[src/rtl/nf10_upb_util_pkg.sv]
// Shared helpers for the delay-line / drain-buffer family.
package nf10_upb_util_pkg;

  // Ceiling log2, usable in constant expressions; clog2(1) == 0.
  function automatic int unsigned clog2(input int unsigned value);
    int unsigned r;
    r = 0;
    for (int unsigned v = 1; v < value; v = v << 1) begin
      r = r + 1;
    end
    return r;
  endfunction

endpackage

[src/rtl/delay_drain_buffer_if.sv]
// Credit, pipeline-output and downstream handshake signals of the drain buffer.
interface delay_drain_buffer_if #(
  parameter int unsigned C_DATA_WIDTH = 310
);

  logic                    issue;
  logic                    issue_allow;
  logic                    pipe_valid;
  logic [C_DATA_WIDTH-1:0] pipe_data;
  logic                    out_valid;
  logic [C_DATA_WIDTH-1:0] out_data;
  logic                    out_ready;

  // Environment side: launches items, feeds the pipeline output, consumes the head.
  modport master (
    output issue,
    input  issue_allow,
    output pipe_valid,
    output pipe_data,
    input  out_valid,
    input  out_data,
    output out_ready
  );

  // Buffer side.
  modport slave (
    input  issue,
    output issue_allow,
    input  pipe_valid,
    input  pipe_data,
    output out_valid,
    output out_data,
    input  out_ready
  );

endinterface

[src/rtl/delay_drain_buffer_storage.sv]
// Entry array: one synchronous write port, one asynchronous read port, not reset.
module delay_drain_buffer_storage #(
  parameter int unsigned C_DATA_WIDTH = 310,
  parameter int unsigned C_DEPTH      = 8,
  parameter int unsigned C_ADDR_WIDTH = 3
) (
  input  logic                    clk,
  input  logic                    i_we,
  input  logic [C_ADDR_WIDTH-1:0] i_waddr,
  input  logic [C_DATA_WIDTH-1:0] i_wdata,
  input  logic [C_ADDR_WIDTH-1:0] i_raddr,
  output logic [C_DATA_WIDTH-1:0] o_rdata
);

  logic [C_DATA_WIDTH-1:0] r_mem [C_DEPTH];

  // Write the arriving item into its slot.
  always_ff @(posedge clk) begin
    if (i_we) begin
      r_mem[i_waddr] <= i_wdata;
    end
  end

  // Fall-through read of the head slot.
  assign o_rdata = r_mem[i_raddr];

endmodule

[src/rtl/delay_drain_buffer.sv]
// Drain buffer behind a fixed-latency pipeline: credits upstream, valid/ready downstream.
module delay_drain_buffer
  import nf10_upb_util_pkg::*;
#(
  parameter int unsigned C_DATA_WIDTH   = 310,
  parameter int unsigned C_DEPTH        = 8,
  parameter int unsigned C_PIPE_LATENCY = 5
) (
  input  logic                             clk,
  input  logic                             resetn,
  delay_drain_buffer_if.slave              bus,
  output logic [clog2(C_DEPTH + 1) - 1:0]  occupancy,
  output logic                             err_overflow,
  output logic                             err_underflow
);

  localparam int unsigned CW = clog2(C_DEPTH + 1);
  localparam int unsigned SW = CW + 1;
  localparam int unsigned PW = (clog2(C_DEPTH) > 0) ? clog2(C_DEPTH) : 1;
  localparam logic [CW-1:0] DEPTH_C  = CW'(C_DEPTH);
  localparam logic [PW-1:0] LAST_PTR = PW'(C_DEPTH - 1);

  // Parameter sanity at elaboration.
  if (C_DEPTH < 2) begin : g_bad_depth
    $error("delay_drain_buffer: C_DEPTH must be >= 2");
  end
  if (C_PIPE_LATENCY == 0) begin : g_bad_latency
    $error("delay_drain_buffer: C_PIPE_LATENCY must be >= 1");
  end

  logic [PW-1:0]           r_wr_ptr;
  logic [PW-1:0]           r_rd_ptr;
  logic [CW-1:0]           r_occupancy;
  logic [CW-1:0]           r_inflight;
  logic [CW-1:0]           r_reserved;
  logic                    r_err_overflow;
  logic                    r_err_underflow;

  logic                    w_issue_allow;
  logic                    w_out_valid;
  logic                    w_issue_ok;
  logic                    w_pop;
  logic                    w_unissued;
  logic                    w_store;
  logic                    w_drop;
  logic                    w_overflow_evt;
  logic [CW-1:0]           w_occ_nxt;
  logic [CW-1:0]           w_inflight_nxt;
  logic [SW-1:0]           w_sum;
  logic [CW-1:0]           w_reserved_nxt;
  logic [C_DATA_WIDTH-1:0] w_rdata;

  // Credit and head-valid views of the registered counters.
  assign w_issue_allow = (r_reserved < DEPTH_C);
  assign w_out_valid   = (r_occupancy != '0);

  // Per-cycle events and the net effect on each counter.
  always_comb begin
    w_issue_ok     = bus.issue && w_issue_allow;
    w_pop          = w_out_valid && bus.out_ready;
    w_unissued     = bus.pipe_valid && (r_inflight == '0);
    // A full buffer still accepts an arrival when the head leaves in the same cycle.
    w_store        = bus.pipe_valid && ((r_occupancy != DEPTH_C) || w_pop);
    w_drop         = bus.pipe_valid && !w_store;
    w_overflow_evt = (bus.issue && !w_issue_allow) || w_drop;
    w_occ_nxt      = r_occupancy + CW'(w_store) - CW'(w_pop);
    w_inflight_nxt = r_inflight + CW'(w_issue_ok) - CW'(bus.pipe_valid && !w_unissued);
    // Reserved tracks inflight + occupancy; clamp only matters after unissued arrivals.
    w_sum          = SW'(w_occ_nxt) + SW'(w_inflight_nxt);
    w_reserved_nxt = (w_sum > SW'(C_DEPTH)) ? DEPTH_C : w_sum[CW-1:0];
  end

  // Pointers, counters and sticky error flags.
  always_ff @(posedge clk or negedge resetn) begin
    if (!resetn) begin
      r_wr_ptr        <= '0;
      r_rd_ptr        <= '0;
      r_occupancy     <= '0;
      r_inflight      <= '0;
      r_reserved      <= '0;
      r_err_overflow  <= 1'b0;
      r_err_underflow <= 1'b0;
    end else begin
      if (w_store) begin
        r_wr_ptr <= (r_wr_ptr == LAST_PTR) ? '0 : r_wr_ptr + PW'(1);
      end
      if (w_pop) begin
        r_rd_ptr <= (r_rd_ptr == LAST_PTR) ? '0 : r_rd_ptr + PW'(1);
      end
      r_occupancy <= w_occ_nxt;
      r_inflight  <= w_inflight_nxt;
      r_reserved  <= w_reserved_nxt;
      if (w_overflow_evt) begin
        r_err_overflow <= 1'b1;
      end
      if (w_unissued) begin
        r_err_underflow <= 1'b1;
      end
    end
  end

  delay_drain_buffer_storage #(
    .C_DATA_WIDTH (C_DATA_WIDTH),
    .C_DEPTH      (C_DEPTH),
    .C_ADDR_WIDTH (PW)
  ) u_storage (
    .clk     (clk),
    .i_we    (w_store),
    .i_waddr (r_wr_ptr),
    .i_wdata (bus.pipe_data),
    .i_raddr (r_rd_ptr),
    .o_rdata (w_rdata)
  );

  // Output drive.
  assign bus.issue_allow = w_issue_allow;
  assign bus.out_valid   = w_out_valid;
  assign bus.out_data    = w_rdata;
  assign occupancy       = r_occupancy;
  assign err_overflow    = r_err_overflow;
  assign err_underflow   = r_err_underflow;

endmodule

[src/flat_wrapper.sv]
// flat-port wrapper written by rule: the top's interface ports become plain ports
module delay_drain_buffer_flat import nf10_upb_util_pkg::*;
#(
  parameter int unsigned C_DATA_WIDTH   = 310,
  parameter int unsigned C_DEPTH        = 8,
  parameter int unsigned C_PIPE_LATENCY = 5
)
  (clk, resetn, occupancy, err_overflow, err_underflow, bus_issue, bus_issue_allow, bus_pipe_valid, bus_pipe_data, bus_out_valid, bus_out_data, bus_out_ready);
  delay_drain_buffer_if #(.C_DATA_WIDTH(C_DATA_WIDTH)) bus_i ();
  input  logic clk;
  input  logic resetn;
  output logic [clog2(C_DEPTH + 1) - 1:0] occupancy;
  output logic err_overflow;
  output logic err_underflow;
  input wire logic [$bits(bus_i.issue)-1:0] bus_issue;
  output wire logic [$bits(bus_i.issue_allow)-1:0] bus_issue_allow;
  input wire logic [$bits(bus_i.pipe_valid)-1:0] bus_pipe_valid;
  input wire logic [$bits(bus_i.pipe_data)-1:0] bus_pipe_data;
  output wire logic [$bits(bus_i.out_valid)-1:0] bus_out_valid;
  output wire logic [$bits(bus_i.out_data)-1:0] bus_out_data;
  input wire logic [$bits(bus_i.out_ready)-1:0] bus_out_ready;
  assign bus_i.issue = bus_issue;
  assign bus_issue_allow = bus_i.issue_allow;
  assign bus_i.pipe_valid = bus_pipe_valid;
  assign bus_i.pipe_data = bus_pipe_data;
  assign bus_out_valid = bus_i.out_valid;
  assign bus_out_data = bus_i.out_data;
  assign bus_i.out_ready = bus_out_ready;
  delay_drain_buffer #(.C_DATA_WIDTH(C_DATA_WIDTH), .C_DEPTH(C_DEPTH), .C_PIPE_LATENCY(C_PIPE_LATENCY)) u_core (.clk(clk), .resetn(resetn), .bus(bus_i), .occupancy(occupancy), .err_overflow(err_overflow), .err_underflow(err_underflow));
endmodule
[config.mk]
export PLATFORM = sky130hd
export DESIGN_NAME = delay_drain_buffer_flat
export DESIGN_NICKNAME = d
export VERILOG_FILES = /design/src/rtl/nf10_upb_util_pkg.sv /design/src/rtl/delay_drain_buffer_if.sv /design/src/rtl/delay_drain_buffer_storage.sv /design/src/rtl/delay_drain_buffer.sv /design/src/flat_wrapper.sv
export SDC_FILE = /design/constraint.sdc
export NUM_CORES = 2
export LEC_CHECK = 0
export BUFFER_PORTS_ARGS = -buffer_cell sky130_fd_sc_hd__buf_2
export CAP_MARGIN = 20
export CORE_AREA = 2 2 522 524
export CTS_CLUSTER_DIAMETER = 40
export DETAILED_ROUTE_END_ITERATION = 8
export DIE_AREA = 0 0 524 526
export MAX_ROUTING_LAYER = met4
export PLACE_DENSITY_LB_ADDON = 0.15
export SETUP_SLACK_MARGIN = 0.05
export SYNTH_ARGS = -nofsm -noshare
export SYNTH_HDL_FRONTEND = slang
export SYNTH_SLANG_ARGS = --single-unit
[constraint.sdc]
create_clock -name clk -period 28.6 [get_ports clk]
set_input_delay 0 -clock clk [delete_from_list [all_inputs] [get_ports clk]]
set_output_delay 0 -clock clk [all_outputs]
set_load 0.03 [all_outputs]
### After elaboration in Yosys (flattened, before gate mapping)

Memory sizes are Yosys's and may differ from the RTL's.
Index checks and enable logic that the tools add are counted.

* add/sub/neg operators: 7
* multipliers: 0
* divide/modulo/power cells: 0
* $lt $le $gt $ge: 2
* equal/unequal tests: 3
* shifts and indexed selects: 0
* muxes and demuxes: 5
* bitwise logic cells: 0
* reductions and logical operators: 14

Operator list (count)
* 4-bit by 1-bit adder with 4-bit output: 2
* 4-bit by 1-bit subtractor with 4-bit output: 2
* 1-bit logical AND: 7
* 3-bit by 1-bit adder with 3-bit output, second input constant: 2
* 3-bit == test, second input constant: 2
* 3-bit two-way mux: 2
* 4-bit by 4-bit adder with 5-bit output: 1
* 5-bit by 4-bit greater-than comparator with 1-bit output, second input constant: 1
* 4-bit logical NOT: 1
* 4-bit less-than comparator, second input constant: 1
* 4-bit two-way mux: 1
* 4-bit inequality test, second input constant: 1
* 4-bit nonzero test: 1
* 1-bit logical NOT: 3
* 1-bit logical OR: 2
* 1-bit two-way mux: 2

* register bits after elaboration: 20
* bits in latches: 0
* memory bits (writable): 2480
* ROM bits: 0
* input bits: 315
* output and inout port bits: 318
* logic and storage cells: 39
* memories: 1

Memory list
* u_core.u_storage.r_mem: words 8, bits a word 310, read ports 1, clocked after Yosys merged registers in 0, write ports 1, RTL line delay_drain_buffer_storage.sv:15 `logic [C_DATA_WIDTH-1:0] r_mem [C_DEPTH];`

### Depth between registers and ports, before layout

* word-level depth: 9
* gate-level depth with buffers: 14

### Hierarchy

A second synthesis with hierarchy kept.

* cells, all modules: 3677
* area total of the unflattened synthesis: 94129.0 sq um

By module, submodules not included
* delay_drain_buffer_storage: instances 1, cells each 3595, area each 93138.1 sq um
* delay_drain_buffer: instances 1, cells each 82, area each 991.0 sq um

### Worst setup path after synthesis

Ideal clock, no wire load.

* path type: register to register
* start: reg u_core.r_occupancy[2] (netlist: u_core.occupancy[2])
* end: mem u_core.u_storage.r_mem[0][0], enable pin
* library setup time: 1.737 ns
* arrival: 30.222 ns
* data required time: 26.863 ns
* path slack: -3.360 ns
* cell stages (with the launch flop): 6
* clock period less this slack: 31.960 ns
* cells stage by stage: dfrtp_1 > inv_1 > ha_1 > or3b_2 > o21ai_2 > nor4_1

* word-level cells in the longest chain between the ends: 6
* elaborated cells between the ends (all ways): 7
* classes of those cells: eq/ne: 1; mux: 2; reduce/logical: 4

Ends and longest elaborated chain
* start, declared: RTL line delay_drain_buffer.sv:33 `logic [CW-1:0] r_occupancy;`
* start signal, assigned: RTL line delay_drain_buffer.sv:90 `r_occupancy <= w_occ_nxt;`
* 4-bit nonzero test: RTL line delay_drain_buffer.sv:55 `assign w_out_valid = (r_occupancy != '0);`
* 1-bit logical AND: RTL line delay_drain_buffer.sv:60 `w_pop = w_out_valid && bus.out_ready;`
* 1-bit logical OR *: RTL line delay_drain_buffer.sv:63 `w_store = bus.pipe_valid && ((r_occupancy != DEPTH_C) || w_pop);`
* 1-bit logical AND *: RTL line delay_drain_buffer.sv:63
* 1-bit two-way mux *: RTL line delay_drain_buffer_storage.sv:19 `if (i_we) begin`
* 1-bit two-way mux (implied by the code) *: RTL line delay_drain_buffer_storage.sv:20 `r_mem[i_waddr] <= i_wdata;`
* end, declared: RTL line delay_drain_buffer_storage.sv:15

Mark *: on every way between the ends. The rest lies on a longest branch, timed or not.

### Worst setup path in the final report

* start: reg u_core.r_rd_ptr[1]
* end: out bus_out_data[188]

* word-level cells in the longest chain between the ends: 1

Ends and longest elaborated chain
* start, declared: RTL line delay_drain_buffer.sv:32 `logic [PW-1:0] r_rd_ptr;`
* start signal, assigned: RTL line delay_drain_buffer.sv:88 `r_rd_ptr <= (r_rd_ptr == LAST_PTR) ? '0 : r_rd_ptr + PW'(1);`
* memory 8 x 310 bit
* end, declared: RTL line flat_wrapper.sv:20 `output wire logic [$bits(bus_i.out_data)-1:0] bus_out_data;`

No other way between the ends.

==> results.yml <==
synth:
  synth-seq-area-share: 0.796
  mappedNetlistArea_um2: 94100
  syn-instance-count: 3682
  synth_area_leader: "sky130_fd_sc_hd__edfxtp_1"
  synth-seq-cells: 2497
  synth.net_count: 4017
  yosys.area.top_type_share: 0.791
  post_synth.cell_area_avg_um2: 25.6
  netlist_top_cells_area: "sky130_fd_sc_hd__edfxtp_1 79%, sky130_fd_sc_hd__mux4_2 15%, sky130_fd_sc_hd__mux2_2 3.8%"
  yosysWarningCount: 0
  synthDistinctLibCells: 28
outcome:
  status: "complete, no violations"
pwr:
  power.ir.vdd_worst_v: 0.000117
  powerDensity_nw_per_um2: 114
  power.leakage_nw: 40.4
  fin_total_pwr_mw: 13.8
sta:
  worst_slack_ns: 21.60
  skew_ns: 0.0463
  report.final.setup_viol: 0
  timing.final.crit_share: 0.245
  worst_hold_slack_ns: 0.0585
  drv_slew: 0
  report.final.hold_viol_count: 0
  max_slew_margin: 0.210
  post-route-min-period_ns: 7.00
  rsz0062_at_grt: "no"
  timing_worst_slew_pin_value_ns: 1.19
  final.setup.tns_ns: 0
  fmaxAchievable_mhz: 143
placed_design:
  dpl.hpwl_um: 117000
  portBuffers: 632
  placement.cell_area_um2: 101000
  finalWeightedCongestion: 0.727
  place_inst: 7781
  pre_cts_slack_ns: 22.37
clock_network:
  cts_tree: "done"
  h_tree_level_count: 5
  cts.path.max_buffers: 4
  cts.reportedPaths.clkPinSlew_ns: 0.05
  cts_num_sinks: 2497
  cts_made_buffers: 398
  clockRootBuffer: "sky130_fd_sc_hd__clkbuf_16"
  clk_latency_ns: 0.90
  cts.repair_timing.setup_buffer_count: 0
floorplan:
  placement_rows: 191
  fp.dieW_um: 524
  die_area_um2: 276000
  start_util: 0.349
  design.portCount: 633
  die_h_um: 526
  core_area_um2: 270000
cells_and_area:
  drive_gt1_frac: 0.412
  num-fill-cells: 22800
  final-instance-count-excl-fill: 9195
  mostFrequentLayoutCells: "2480 x sky130_fd_sc_hd__edfxtp_1, 632 x sky130_fd_sc_hd__buf_2, 624 x sky130_fd_sc_hd__dlygate4sd3_1, 620 x sky130_fd_sc_hd__mux4_2, 400 x sky130_fd_sc_hd__clkbuf_16"
  areaGrowthSynthToFinish_pct: 29.2
  post-route-util: 0.451
  final_common_cell: "sky130_fd_sc_hd__edfxtp_1"
  layout.cell_area.non_filler_um2: 122000
  num-nets-final: 5570
global_routing:
  grt_pass1_vias: 48500
  grt_pass1_wl_um: 329000
  antenna_violations_before_repair: 57
  groute.usage.overall: 0.166
  grt_overflow: 0
  grt_start_max_net_pins: 133
setup_path:
  worstReg2RegStart: "u_core.occupancy[2]"
  rr_endpoint: "u_core.u_storage.r_mem[5][57]"
  rr_worst_depth: 9
  required_ns: 28.60
  timing.critical_path.fanout_max: 132
  critPathKind: "flop to primary output"
  worst-r2r-setup-slack_ns: 23.25
  cp-start-kind: "flop"
  capturing_instance_or_port_of_the_critical_path: "bus_out_data[188]"
  critical_path_arrival_ns: 7.00
  crit_start: "u_core.r_rd_ptr[1]"
  worstSetupEndpointType: "primary output"
routing:
  drt-initial-drc-count: 2662
  detailedRoute.firstPassIterationCount: 5
  dr_wl_met3_um: 14300
  route.met2.wl_um: 110000
  wl_met1_um: 96300
  wl_per_cell_um: 24.5
  vias: 44500
  dr.max_layer_used: "met4"
  vias_per_cell: 4.84
  drtAntennaViolNets: 0
  route.detailed.drc: 0
  postRouteWirelength_um: 225000
run:
  cap_viol_max_count: 0
min_path:
  holdCritPathClass: "primary input to flop"
[registers in the layout (all words and copies together) (netlist names)]
register and flops:
u_core.err_overflow 1, u_core.r_wr_ptr 3, u_core.err_underflow 1, u_core.r_inflight 4, u_core.r_rd_ptr 3, u_core.u_storage.r_mem 2480, u_core.r_reserved 1, u_core.occupancy 4
[synthesized netlist by cell type]
cell type and number:
sky130_fd_sc_hd__edfxtp_1 2480, sky130_fd_sc_hd__o211ai_1 2, sky130_fd_sc_hd__a221o_1 1, sky130_fd_sc_hd__nand2_1 3
sky130_fd_sc_hd__mux2_2 316, sky130_fd_sc_hd__mux4_2 620, sky130_fd_sc_hd__xor2_1 6, sky130_fd_sc_hd__a31oi_1 1
sky130_fd_sc_hd__a21oi_1 2, sky130_fd_sc_hd__o21ai_2 1, sky130_fd_sc_hd__buf_6 64, sky130_fd_sc_hd__nor2_1 8
sky130_fd_sc_hd__buf_4 1, sky130_fd_sc_hd__ha_1 18, sky130_fd_sc_hd__dfrtp_1 17, sky130_fd_sc_hd__buf_1 45
sky130_fd_sc_hd__a21o_1 3, sky130_fd_sc_hd__clkbuf_1 50, sky130_fd_sc_hd__nor3_1 4, sky130_fd_sc_hd__inv_1 16
sky130_fd_sc_hd__xnor2_1 1, sky130_fd_sc_hd__nor2b_1 2, sky130_fd_sc_hd__buf_2 13, sky130_fd_sc_hd__or3b_2 2
sky130_fd_sc_hd__nor4_1 1, sky130_fd_sc_hd__nand2b_1 2, sky130_fd_sc_hd__fa_1 2, sky130_fd_sc_hd__and3_1 1
[worst min path at each step]
stage	to	slack (ns)	from	cells past startpoint
global placement	u_core.occupancy[3]	-0.03	resetn	1
floorplan	u_core.err_overflow	-0.30	resetn	0
finish	u_core.u_storage.r_mem[4][42]	0.06	bus_pipe_data[42]	2
global route	u_core.u_storage.r_mem[1][38]	0.03	bus_pipe_data[38]	2
CTS	u_core.u_storage.r_mem[4][42]	0.001	bus_pipe_data[42]	2
detailed placement	u_core.r_rd_ptr[2]	-0.02	resetn	1
[repair_timing]
action	CTS	global route
gates resized for setup	0	0
hold endpoints to repair	2561	0
hold buffers	624	0
[final cells by class]
cell class                      instances  area, um^2  area share
Sequential cell                      2497       74900       0.616
Multi-Input combinational cell        996       18100       0.149
Clock buffer                          449       10200      0.0842
Timing Repair Buffer                 1326       10200      0.0836
Tap cell                             3570        4470      0.0367
Clock inverter                        289        3560      0.0293
Antenna cell                           52         130     0.00107
Inverter                               16        60.1    0.000494
[where the power goes]
part           leakage (nW)  switching [mW]  total, mW  internal, mW
sequential             22.7           0.152       4.76          4.61
clock                  6.62            1.76       4.88          3.12
combinational          11.0            2.57       4.21          1.64
total                  40.4            4.47       13.8          9.37
[metal layers]
| layer | global-route usage | vias up |
|---|---|---|
| met5 | - | - |
| met4 | 0.0386 | 0 |
| met3 | 0.0457 | 341 |
| met2 | 0.268 | 1061 |
| met1 | 0.207 | 23900 |
| li1 | - | 19300 |
[worst max-delay path, stage by stage (launching register included)]
cell,delay (ns)
sky130_fd_sc_hd__dfrtp_4,0.97
sky130_fd_sc_hd__buf_12,0.60
sky130_fd_sc_hd__buf_4,0.77
sky130_fd_sc_hd__buf_4,0.79
sky130_fd_sc_hd__buf_4,0.73
sky130_fd_sc_hd__buf_4,0.79
sky130_fd_sc_hd__mux4_2,0.42
sky130_fd_sc_hd__mux2_2,0.28
sky130_fd_sc_hd__buf_2,0.21
[cells by family (layout without fill, tap and decap cells)]
| logic type | Yosys count | in the layout | synth area share |
|---|---|---|---|
| other cells | 0 | 52 | 0 |
| buf+inv | 189 | 2080 | 0.0129 |
| flops | 2497 | 2497 | 0.796 |
| compound gates | 10 | 10 | 0.000771 |
| fa+ha+maj | 20 | 20 | 0.00282 |
| simple gates | 23 | 23 | 0.00124 |
| xor+xnor | 7 | 7 | 0.000651 |
| mux | 936 | 936 | 0.186 |
No activity file was read; power rests on OpenSTA's default activity.
